===== config.mk =====
export PLATFORM = sky130hd
export DESIGN_NAME = seq_det_ctrl_flat
export DESIGN_NICKNAME = d
export VERILOG_FILES = /design/src/rtl/seq_det_pkg.sv /design/src/rtl/seq_det_ctrl_if.sv /design/src/rtl/pattern_match_core.sv /design/src/rtl/seq_det_ctrl.sv /design/src/flat_wrapper.sv
export SDC_FILE = /design/constraint.sdc
export NUM_CORES = 1
export LEC_CHECK = 0
export CORE_MARGIN = 4
export CORE_UTILIZATION = 25
export CTS_CLUSTER_DIAMETER = 80
export DETAILED_ROUTE_END_ITERATION = 10
export PLACE_DENSITY_LB_ADDON = 0.2
export SLEW_MARGIN = 25
export SYNTH_ARGS = -nofsm -noshare
export SYNTH_HDL_FRONTEND = slang
export SYNTH_HIERARCHICAL = 1
export SYNTH_SLANG_ARGS = --single-unit

===== constraint.sdc =====
create_clock -name clk -period 9.7 [get_ports clk]
set_clock_uncertainty 0.1 [all_clocks]
set_input_delay 1.94 -clock clk [delete_from_list [all_inputs] [get_ports clk]]
set_output_delay 1.94 -clock clk [all_outputs]
set_load 0.01 [all_outputs]

===== src/rtl/seq_det_pkg.sv =====
// Shared types for the serial sequence-detection blocks.
// Holds the session state encoding and small helpers used by controllers.
package seq_det_pkg;

  typedef enum logic [1:0] {
    IDLE = 2'd0,
    ARM  = 2'd1,
    RUN  = 2'd2,
    DONE = 2'd3
  } state_t;

  // A new session may only be launched from a quiescent state.
  function automatic logic start_allowed(state_t s);
    return (s == IDLE) || (s == DONE);
  endfunction

endpackage


===== src/rtl/seq_det_ctrl_if.sv =====
// Serial bit stream handshake between a bit source and the detector.
// The master offers din/din_valid; the slave answers with din_ready.
interface seq_det_ctrl_if;
  logic din;
  logic din_valid;
  logic din_ready;

  modport master (output din, output din_valid, input din_ready);
  modport slave  (input din, input din_valid, output din_ready);
endinterface


===== src/rtl/pattern_match_core.sv =====
// History shift register, fill counter and pattern compare for one stream.
// hit is combinational on the history that the current shift would produce.
module pattern_match_core #(
  parameter int PAT_W = 4
) (
  input  logic             clk,
  input  logic             reset,
  input  logic             shift_en,
  input  logic             din,
  input  logic             clear,
  input  logic             overlap,
  input  logic [PAT_W-1:0] pattern,
  output logic             hit
);

  localparam int FW = $clog2(PAT_W + 1);
  localparam logic [FW-1:0] FULL    = FW'(PAT_W);
  localparam logic [FW-1:0] FULL_M1 = FW'(PAT_W - 1);

  logic [PAT_W-1:0] hist;
  logic [PAT_W-1:0] hist_next;
  logic [FW-1:0]    fill;

  assign hist_next = {hist[PAT_W-2:0], din};
  assign hit       = shift_en && (fill >= FULL_M1) && (hist_next == pattern);

  // NOTE: sequential state uses non-blocking assignments so every register
  // samples the pre-edge values, independent of statement order.
  always_ff @(posedge clk or posedge reset) begin
    if (reset) begin
      // NOTE: the history is a handful of flops, not a RAM, so it is reset
      // like any other register; fill alone would gate stale bits anyway.
      hist <= '0;
      fill <= '0;
    end else if (clear) begin
      hist <= '0;
      fill <= '0;
    end else if (shift_en) begin
      hist <= hist_next;
      if (hit && !overlap)
        fill <= '0;
      else if (fill != FULL)
        fill <= fill + FW'(1);
    end
  end

endmodule


===== src/rtl/seq_det_ctrl.sv =====
// Sessioned controller for programmable serial pattern detection: arms on start,
// counts matches on the handshaked bit stream, ends on match limit, window or abort.
module seq_det_ctrl
  import seq_det_pkg::*;
#(
  parameter int PAT_W = 4,
  parameter int CNT_W = 8,
  parameter int WIN_W = 16
) (
  input  logic               clk,
  input  logic               reset,
  input  logic               start,
  input  logic               abort,
  input  logic [PAT_W-1:0]   cfg_pattern,
  input  logic               cfg_overlap,
  input  logic [CNT_W-1:0]   cfg_match_limit,
  input  logic [WIN_W-1:0]   cfg_window,
  seq_det_ctrl_if.slave      stream,
  output logic               match,
  output logic [CNT_W-1:0]   match_count,
  output logic               busy,
  output logic               done,
  output logic               timeout
);

  state_t state, next_state;

  logic [PAT_W-1:0] pat_q;
  logic             overlap_q;
  logic [CNT_W-1:0] limit_q;
  logic [WIN_W-1:0] window_q;
  logic [WIN_W-1:0] win_cnt;
  logic [CNT_W-1:0] count;

  logic             accept;
  logic             hit;
  logic             start_go;
  logic [CNT_W-1:0] count_next;
  logic [WIN_W-1:0] win_next;
  logic             limit_end;
  logic             window_end;
  logic             session_end;

  // abort outranks the handshake: a bit offered alongside abort is dropped.
  assign accept   = (state == RUN) && stream.din_valid && !abort;
  assign start_go = start && !abort && start_allowed(state);

  assign count_next  = (hit && (count != '1)) ? count + CNT_W'(1) : count;
  assign win_next    = win_cnt + WIN_W'(1);
  assign limit_end   = accept && (limit_q != '0) && (count_next == limit_q);
  assign window_end  = accept && (window_q != '0) && (win_next == window_q);
  assign session_end = limit_end || window_end;

  pattern_match_core #(.PAT_W(PAT_W)) u_core (
    .clk      (clk),
    .reset    (reset),
    .shift_en (accept),
    .din      (stream.din),
    .clear    (state == ARM),
    .overlap  (overlap_q),
    .pattern  (pat_q),
    .hit      (hit)
  );

  always_ff @(posedge clk or posedge reset) begin
    if (reset) state <= IDLE;
    else       state <= next_state;
  end

  // NOTE: every combinational output gets a default first, so no path through
  // the case leaves it unassigned and no latch is inferred.
  always_comb begin
    next_state = state;
    if (abort) begin
      next_state = IDLE;
    end else begin
      case (state)
        IDLE:    if (start) next_state = ARM;
        ARM:     next_state = RUN;
        RUN:     if (session_end) next_state = DONE;
        DONE:    if (start) next_state = ARM;
        default: next_state = IDLE;
      endcase
    end
  end

  always_comb begin
    busy             = 1'b0;
    done             = 1'b0;
    stream.din_ready = 1'b0;
    case (state)
      ARM:     busy = 1'b1;
      RUN:     begin busy = 1'b1; stream.din_ready = 1'b1; end
      DONE:    done = 1'b1;
      default: ;
    endcase
  end

  always_ff @(posedge clk or posedge reset) begin
    if (reset) begin
      pat_q     <= '0;
      overlap_q <= 1'b0;
      limit_q   <= '0;
      window_q  <= '0;
      win_cnt   <= '0;
      count     <= '0;
      match     <= 1'b0;
      timeout   <= 1'b0;
    end else begin
      match <= accept && hit;
      if (start_go) begin
        pat_q     <= cfg_pattern;
        overlap_q <= cfg_overlap;
        limit_q   <= cfg_match_limit;
        window_q  <= cfg_window;
      end
      if (abort) begin
        timeout <= 1'b0;
      end else if (state == ARM) begin
        win_cnt <= '0;
        count   <= '0;
        timeout <= 1'b0;
      end else if (accept) begin
        count   <= count_next;
        win_cnt <= win_next;
        // A limit hit on the same bit as the window end takes precedence.
        if (session_end) timeout <= !limit_end;
      end
    end
  end

  assign match_count = count;

endmodule


===== src/flat_wrapper.sv =====
// flat-port wrapper written by rule: the top's interface ports become plain ports
module seq_det_ctrl_flat import seq_det_pkg::*;
#(
  parameter int PAT_W = 4,
  parameter int CNT_W = 8,
  parameter int WIN_W = 16
)
  (clk, reset, start, abort, cfg_pattern, cfg_overlap, cfg_match_limit, cfg_window, match, match_count, busy, done, timeout, stream_din, stream_din_valid, stream_din_ready);
  seq_det_ctrl_if stream_i ();
  input  logic clk;
  input  logic reset;
  input  logic start;
  input  logic abort;
  input  logic [PAT_W-1:0] cfg_pattern;
  input  logic cfg_overlap;
  input  logic [CNT_W-1:0] cfg_match_limit;
  input  logic [WIN_W-1:0] cfg_window;
  output logic match;
  output logic [CNT_W-1:0] match_count;
  output logic busy;
  output logic done;
  output logic timeout;
  input wire logic [$bits(stream_i.din)-1:0] stream_din;
  input wire logic [$bits(stream_i.din_valid)-1:0] stream_din_valid;
  output wire logic [$bits(stream_i.din_ready)-1:0] stream_din_ready;
  assign stream_i.din = stream_din;
  assign stream_i.din_valid = stream_din_valid;
  assign stream_din_ready = stream_i.din_ready;
  seq_det_ctrl #(.PAT_W(PAT_W), .CNT_W(CNT_W), .WIN_W(WIN_W)) u_core (.clk(clk), .reset(reset), .start(start), .abort(abort), .cfg_pattern(cfg_pattern), .cfg_overlap(cfg_overlap), .cfg_match_limit(cfg_match_limit), .cfg_window(cfg_window), .stream(stream_i), .match(match), .match_count(match_count), .busy(busy), .done(done), .timeout(timeout));
endmodule

==> results.md, run 1 <==
* CTS tree: done
* Cells along the critical path: clkdlybuf4s50_1, nand3b_1, inv_1, and3b_1, nand4_1, nor3_2, and4b_1, a211oi_1, a221o_1, o31ai_1, o21ai_0, a32o_1
* Yosys top cell by area: dfrtp_1
* WP data required at 9830 ps
* Nets at 484
* Share of the synthesized area in the top cell type at 40.4%
* Setup violations, final at 0
* Mean area per synthesized cell at 9.73 um2
* 1st-iter DRT viols at 269
* DP Cell Count at 641
* First-pass GRT wire length at 17.2 mm
* H-tree depth at 3
* Status: completed
* Antenna viol nets, final at 0
* Type of the worst min-delay path: reg2reg
* Largest net degree at the start of global routing at 43
* Initial Util at 25.6%
* Cells after Synth at 401
* Vias in the first global route at 3,128
* Drt total wl at 10.5 mm
* Min-delay src: u_core/pat_q[3]
* Ranking of synthesized cells by area: dfrtp_1, mux2_2, nand2_1
* Crit path capture type: register
* Final period utilization at 55.0%
* Clock sinks at 63
* Die height at 133 um
* Slew HR at 36.4%
* Postcts setup bufs at 0
* Initial antenna violation count at 0
* Slew of the pin with the lowest slew margin at 951 ps
* YS warnings at 6
* Max Fclk at 187 MHz
* P&R area growth vs syn at 25.4%
* Crit path from: abort
* Clk buf depth at 2
* CP Launch Type: input port
* Via-to-Cell Ratio at 4.79
* Layout cells sized above 1 at 15.0%
* CORE AREA at 0.0153 mm2
* Core Rows at 45
* Unique masters post-synth at 67
* Hpwl dp at 7.50 mm
* Io pins at 48
* Static Leak at 1.85 nW
* Cell Pwr Density at 225 mW/mm2
* Total grt overflow at 0
* Port Buf Inserts at 47
* Critical path's slowest cell: clkdlybuf4s50_1
* Crit path max fanout at 10
* N_diodes at 0
* Setup TNS at 0 ps
* Syn Nets at 444
* Drt first pass iters at 4
* Gr usage total at 12.3%
* TritonCTS Buffers at 9
* Clk_lat worst skew at 340 ps
* Die width at 133 um
* Slew Limit Fails at 0
* #FFs+latches synth at 63
* Drt drc at 0
* Die Area at 0.0177 mm2
* Final-report hold violation count at 0
* Gpl congestion at 0.839
* Dominant synthesized flop cell: dfrtp_1
* # resized after CTS at 0
* Fin cells at 657
* R2R Path Start: u_core/state[0]
* Max_cap viols at 0
* Hold-fix buffers, CTS at 0
* Arrival time worst endpoint at 5460 ps
* Final Power at 1.10 mW
* RSZ-0062 raised after global routing: false
* CP Class: in2reg
* Mapped Area at 0.00390 mm2
* EDFF count, synth at 0
* Reg clk slew, reported paths at 60 ps
* Maximum VDD drop at 87.1 uV
* Filler cells at 1,559
* Sequential area share after synthesis at 40.4%
* Via count at 3,147
* Clock root buffer: clkbuf_16
* Final core occ at 32.1%
* Period minus WS final at 5340 ps
* WL/cell at 15.9 um
* CP peak stage delay at 560 ps
* Ys async rst share at 100%
-- registers in the layout, summed over array words and instances, names as in the netlist --
name,count
u_core/win_cnt,16
u_core/window_q,16
u_core/limit_q,8
u_core/match_count,8
u_core/pat_q,4
u_core/u_core/fill,3
u_core/u_core/hist,3
u_core/state,2
u_core/match,1
u_core/overlap_q,1
u_core/timeout,1
-- synthesized netlist by cell type (all sizes together), types with 2 or more instances --
master,number
o31a,2
nor4,8
buf,10
o22ai,2
a21oi,19
and3b,2
nand4,12
inv,14
o31ai,10
dfrtp,63
and3,3
nor2b,3
or2,3
o21a,2
and4,6
mux2i,8
xor2,12
xnor2,16
nor3b,4
nor2,15
a32o,2
a2111oi,2
nand2b,2
ha,8
a22o,2
a211oi,6
o21ai,32
nand2,47
clkbuf,11
nor3,9
nand3,17
mux2,30
-- critical path: cells and delay by family --
kind | cells | cell delay (ps)
compound gates | 5 | 1150
buf+inv | 2 | 830
simple gates | 5 | 1550
-- power breakdown --
part | switching (mW) | leakage, nW | total [mW] | internal (mW)
Clock | 0.117 | 0.160 | 0.355 | 0.239
Sequential | 0.0892 | 0.813 | 0.425 | 0.336
Combinational | 0.152 | 0.876 | 0.322 | 0.169
-- path summary, 6_finish.rpt --
check                           slack (ps)                    end  cells after the start
min in group asynchronous             1780  u_core/u_core/fill[2]                      2
max in group asynchronous             6790      u_core/win_cnt[8]                      3
worst max register to register        5790        u_core/state[1]                     13
worst min-delay path                   430        u_core/pat_q[3]                      1
worst min register to register         430        u_core/pat_q[3]                      1
worst max-delay path                  4360        u_core/state[1]                     12
-- cell families after synthesis --
| group | Yosys count | synth area share, % |
|---|---|---|
| AND/OR/NAND/NOR | 137 | 20.0 |
| flip-flops | 63 | 40.4 |
| buffers and inverters | 35 | 4.07 |
| adder cells (fa/ha/maj) | 8 | 2.57 |
| multiplexers | 38 | 10.8 |
| XOR/XNOR | 28 | 6.29 |
| AO/OA/AOI/OAI | 92 | 15.8 |
-- placed cells by master (no fill, tap or decap), types with 2 or more instances in the layout --
master | netlist | routed
nor4_1 | 6 | 6
xnor2_1 | 16 | 16
a211oi_1 | 5 | 5
ha_1 | 8 | 8
nor3b_1 | 4 | 4
clkdlybuf4s50_1 | 0 | 47
inv_1 | 14 | 13
nand3_2 | 2 | 3
mux2_2 | 29 | 29
and3_2 | 2 | 2
nand3_1 | 15 | 14
nand2b_1 | 2 | 2
and4_1 | 5 | 5
nor3_1 | 7 | 6
nand4_1 | 10 | 10
a22o_1 | 2 | 2
o31a_1 | 2 | 2
o31ai_1 | 10 | 10
o21ai_0 | 31 | 31
nor2_1 | 15 | 15
clkbuf_16 | 0 | 9
buf_4 | 1 | 3
nor2b_1 | 3 | 3
xor2_1 | 12 | 12
mux2i_1 | 8 | 8
a21oi_1 | 19 | 19
dfrtp_1 | 63 | 63
nor3_2 | 2 | 2
bufinv_16 | 0 | 2
or2_1 | 2 | 2
clkbuf_1 | 11 | 2
nand2_1 | 47 | 47
o21a_1 | 2 | 2
a32o_1 | 2 | 2
nor4_4 | 2 | 2
clkbuf_8 | 0 | 2
-- area by class of cell --
class / instances / area, um2 / area share (%)
Tap cell: 211 / 264 / 5.40
Clock inverter: 3 / 65.1 / 1.33
Clock buffer: 13 / 260 / 5.32
Timing Repair Buffer: 50 / 493 / 10.1
Multi-Input combinational cell: 303 / 2180 / 44.6
Sequential cell: 63 / 1580 / 32.2
Inverter: 14 / 52.6 / 1.07
-- per-stage QoR --
step           cell area [um2]  hold slack [ps]  worst slack (ps)
2_1_floorplan             3900              380              5200
3_3_place_gp              4560              418              4220
3_5_place_dp              4560              418              4060
4_1_cts                   4890              431              4420
5_1_grt                   4890              450              4130
6_report                  4890              427              4360
-- metal layers --
layer / vias up / part of all wire [%] / track usage (%)
met2: 67 / 45 / 18.4
met3: 9 / 4.3 / 2.43
li1: 1549 / - / -
met1: 1522 / 49 / 17.0
met5: - / 0 / 0
met4: 0 / 1.5 / 5.95
No activity file was read; power rests on OpenSTA's default activity.
==> run 2: changes to the inputs <==
==> constraint.sdc (replaced) <==
create_clock -name clk -period 4.73 [get_ports clk]
set_clock_uncertainty 0.1 [all_clocks]
set_input_delay 0.946 -clock clk [delete_from_list [all_inputs] [get_ports clk]]
set_output_delay 0.946 -clock clk [all_outputs]
set_load 0.01 [all_outputs]
==> run 2 against run 1 <==
Against the previous run: first-iteration DRC count increased by 14%; routed wire length decreased by 0.26%; worst setup slack got worse by 3700 ps; hold slack got worse by 2.2 ps; clock-buffer cell count decreased by 4; die area unchanged; global-route usage about the same; critical path type unchanged; largest cell class unchanged.
==> results.md, run 2 (synthesis gave the netlist of run 1 again) <==
* Status: completed
* Slew of the pin with the lowest slew margin at 962 ps
* Die height at 133 um
* Drt first pass iters at 4
* Most common cell after layout, fill and taps aside: dfrtp_1
* CTS tree: done
* WL/cell at 15.8 um
* Cell area after layout at 0.00489 mm2
* Crit path max fanout at 8
* Largest regs: u_core/win_cnt: 16 flops, u_core/window_q: 16 flops
* Hpwl dp at 7.43 mm
* Nets at 486
* Core Rows at 45
* Most frequent cells in the layout: dfrtp_1, clkdlybuf4s50_1, nand2_1
* Via count at 3,214
* CP Class: in2reg
* Antenna viol nets, final at 0
* Cells along the critical path: clkdlybuf4s50_1, nand3b_1, inv_1, and3b_1, nand4_1, nor3_2, and4b_1, a211oi_1, a221o_1, o31ai_1, o22ai_2, mux2_4
* CP Launch Type: input port
* Type of the worst min-delay path: reg2reg
* Setup TNS at 0 ps
* CORE AREA at 0.0153 mm2
* Placed cell area at 0.00458 mm2
* Final-report hold violation count at 0
* Max Fclk at 247 MHz
* Static Leak at 1.85 nW
* Total grt overflow at 0
* Period minus WS final at 4060 ps
* Gr usage total at 12.3%
* Io pins at 48
* Maximum VDD drop at 217 uV
* Setup violations, final at 0
* Drt drc at 0
* TritonCTS Buffers at 9
* First-pass GRT wire length at 17.3 mm
* Largest net degree at the start of global routing at 39
* Clock sinks at 63
* Arrival time worst endpoint at 4180 ps
* Layout cells sized above 1 at 15.6%
* RSZ-0062 raised after global routing: false
* N_diodes at 0
* Initial antenna violation count at 0
* Via-to-Cell Ratio at 4.88
* Vias in the first global route at 3,281
* Max_cap viols at 0
* Drt total wl at 10.4 mm
* # resized after CTS at 0
* P&R area growth vs syn at 25.4%
* Cell Pwr Density at 458 mW/mm2
* Crit path capture type: register
* WP data required at 4860 ps
* H-tree depth at 3
* CP peak stage delay at 580 ps
* Slew HR at 35.7%
* Gpl congestion at 0.884
* Final period utilization at 85.8%
* Reg clk slew, reported paths at 60 ps
* Clock root buffer: clkbuf_16
* Initial Util at 25.6%
* Clk_lat worst skew at 340 ps
* Slew Limit Fails at 0
* 1st-iter DRT viols at 308
* Critical path's slowest cell: clkdlybuf4s50_1
* Clk buf depth at 2
* Die Area at 0.0177 mm2
* Die width at 133 um
* Hold-fix buffers, CTS at 0
* Postcts setup bufs at 0
* Port Buf Inserts at 47
-- run 2: path summary, 6_finish.rpt --
| kind | endpoint | depth (start not counted) | start | slack, ps |
|---|---|---|---|---|
| max in group asynchronous | u_core/window_q[12] | 3 | reset | 2770 |
| max reg2reg | u_core/state[0] | 13 | u_core/u_core/fill[0] | 1010 |
| min reg2reg | u_core/pat_q[0] | 1 | u_core/pat_q[0] | 420 |
| min | u_core/pat_q[0] | 1 | u_core/pat_q[0] | 420 |
| min in group asynchronous | u_core/u_core/fill[2] | 2 | reset | 790 |
| max | u_core/state[0] | 12 | abort | 670 |
-- run 2: worst max-delay path, delay by kind of cell --
kind / cells / cell delay [ps]
AND/OR/NAND/NOR: 5 / 1420
AO/OA/AOI/OAI: 4 / 820
multiplexers: 1 / 310
buffers and inverters: 2 / 680
-- run 2: layer usage --
metal,up-vias,GRT usage [%],share of wire [%]
li1,1556,-,-
met5,-,0,0
met4,0,6.52,2.3
met3,19,2.40,4.0
met2,75,19.0,45
met1,1564,16.1,49
-- run 2: metrics by stage --
stage               setup WS (ps)  cells  hold WS (ps)  total power, mW  util [%]
floorplan                    1230    401           380             1.32         -
global placement              460    643           411             1.53      30.0
detailed placement            367    643           417             1.55      30.0
CTS                           719    659           430             2.27      32.1
global route                  489    659           449             2.38      32.1
finish                        674    659           425             2.24      32.1
-- run 2: cell type report --
| type | count | area, um2 |
|---|---|---|
| clock buffer | 9 | 225 |
| clock inverter | 7 | 87.6 |
| fill | 1551 | 10400 |
| inverter | 14 | 52.6 |
| multi-input combinational | 303 | 2180 |
| sequential | 63 | 1580 |
| tap | 211 | 264 |
| timing repair buffer | 52 | 508 |
-- run 2: where the power goes --
part	switching, mW	internal [mW]
clock	0.248	0.457
sequential	0.185	0.689
combinational	0.311	0.349
==> run 3: changes to the inputs <==
--- a/config.mk
+++ b/config.mk
@@ -5,6 +5,7 @@
 export SDC_FILE = /design/constraint.sdc
 export NUM_CORES = 1
 export LEC_CHECK = 0
+export CORE_ASPECT_RATIO = 0.9
 export CORE_MARGIN = 4
 export CORE_UTILIZATION = 25
 export CTS_CLUSTER_DIAMETER = 80
==> run 3 against run 2 <==
Against the previous run: hold slack is essentially flat; global-route usage grew 0.050 points; core utilization shrank 0.46 points; clock-buffer cell count grew 6; worst setup slack is essentially flat; critical path depth is the same; die area is essentially flat; cell area shrank 0.95%; flip-flop and latch count is the same; critical endpoint unchanged; largest power group unchanged; highest routed layer unchanged.
==> results.md, run 3 (synthesis gave the netlist of run 1 again) <==
* Final-report hold violation count at 0
* Clock root buffer: clkbuf_16
* Int Power at 1.43 mW
* Setup TNS at 0 ps
* Hold_ws at 425 ps
* Clk_lat worst skew at 330 ps
* Met2 usage in global routing at 17.7%
* TritonCTS Buffers at 9
* Layout cells sized above 1 at 14.8%
* Via-to-Cell Ratio at 4.94
* Logic pwr share at 30.4%
* Switching Fraction at 33.7%
* Setup violations, final at 0
* Max_cap viols at 0
* Drt total wl at 10.5 mm
* Arrival time worst endpoint at 4170 ps
* Gpl congestion at 0.859
* Via count at 3,209
* Vias in the first global route at 3,200
* Most frequent cells in the layout: dfrtp_1, clkdlybuf4s50_1, nand2_1
* P_sw at 729 uW
* RSZ-0062 raised after global routing: false
* P&R area growth vs syn at 24.2%
* CTS tree: done
* CP Launch Type: input port
* Slew Limit Fails at 0
* Slew of the pin with the lowest slew margin at 967 ps
* Drt drc at 0
* 1st-iter DRT viols at 278
* Die height at 127 um
* Total grt overflow at 0
* Maximum VDD drop at 167 uV
* WP data required at 4850 ps
* Type of the worst min-delay path: reg2reg
* Crit path capture type: register
* Seq pwr share at 40.5%
* Io pins at 48
* Antenna viol nets, final at 0
* R2R setup slack at 980 ps
* Reg clk slew, reported paths at 50 ps
* Port Buf Inserts at 47
* Reg2reg path depth at 13
* Gr busiest metal: met1
* Static Leak at 1.83 nW
* Cell Pwr Density at 446 mW/mm2
* Clk buf depth at 2
* Max Fclk at 247 MHz
* Largest regs: u_core/win_cnt: 16 flops, u_core/window_q: 16 flops
* Most common cell after layout, fill and taps aside: dfrtp_1
* Largest net degree at the start of global routing at 37
* Crit path max fanout at 8
* Drt first pass iters at 5
* Die width at 140 um
* Nets at 486
* Status: completed
* GR Layer Usage met3 at 2.86%
* Gr usage total at 12.3%
* Hpwl dp at 7.59 mm
* Die Area at 0.0177 mm2
* Hold depth at 1
* WL/cell at 16.1 um
* Clock sinks at 63
* Initial antenna violation count at 0
* Final period utilization at 85.7%
* Slew HR at 35.3%
* Hold-fix buffers, CTS at 0
* # resized after CTS at 0
* H-tree depth at 3
* Period minus WS final at 4060 ps
* CORE AREA at 0.0153 mm2
* Met1 Usage GRT at 17.8%
* Clock power share at 29.1%
* Initial Util at 25.4%
* CP Class: in2reg
* First-pass GRT wire length at 17.4 mm
* Core Rows at 43
* Postcts setup bufs at 0
* N_diodes at 0
-- run 3: cell types whose count changed in the layout (fill, tap and decap cells not counted), sizes merged --
| cell | before | now |
|---|---|---|
| clkinvlp | 1 | 0 |
| bufinv | 2 | 0 |
| clkinv | 4 | 0 |
| clkbuf | 9 | 15 |
-- run 3: per-stage QoR --
| stage | util [%] | worst slack (ps) | power, mW | area, um2 | instances |
|---|---|---|---|---|---|
| CTS | 31.6 | 704 | 2.19 | 4840 | 649 |
| floorplan | - | 1230 | 1.32 | 3900 | 401 |
| detailed placement | 29.8 | 364 | 1.55 | 4570 | 634 |
| finish | 31.6 | 674 | 2.16 | 4840 | 649 |
| global route | 31.6 | 471 | 2.31 | 4840 | 649 |
| global placement | 29.8 | 448 | 1.54 | 4570 | 634 |
-- run 3: worst paths after layout --
path	end	from
worst max-delay path	u_core/state[0]	abort
worst min-delay path	u_core/pat_q[0]	u_core/pat_q[0]
worst max register to register	u_core/state[0]	u_core/u_core/fill[0]
worst min register to register	u_core/pat_q[0]	u_core/pat_q[0]
max in group asynchronous	u_core/win_cnt[4]	reset
min in group asynchronous	u_core/u_core/fill[1]	reset
-- run 3: layout make-up --
| cell class | count | area (um2) |
|---|---|---|
| Inverter | 14 | 52.6 |
| Sequential cell | 63 | 1580 |
| Tap cell | 202 | 253 |
| Clock buffer | 15 | 278 |
| Fill cell | 1577 | 10500 |
| Multi-Input combinational cell | 303 | 2180 |
| Timing Repair Buffer | 52 | 508 |
-- run 3: worst max-delay path: stages --
cell and delay (ps):
clkdlybuf4s50_1 560, nand3b_1 260, inv_1 100, and3b_1 320, nand4_1 190, nor3_2 370
and4b_1 250, a211oi_1 50, a221o_1 290, o31ai_1 400, o22ai_2 130, mux2_4 310
-- run 3: power groups by stage --
stage / clock network [mW] / logic (mW) / registers (mW)
floorplan: 0 / 0.507 / 0.816
global placement: 0 / 0.651 / 0.886
detailed placement: 0 / 0.661 / 0.889
CTS: 0.648 / 0.665 / 0.880
global route: 0.673 / 0.729 / 0.905
finish: 0.628 / 0.657 / 0.877
-- run 3: per-layer routing --
metal | share of wire [%] | routed length [um]
met5 | 0 | 0
met4 | 1.9 | 195
met3 | 5.2 | 544
met2 | 43 | 4480
met1 | 50 | 5240
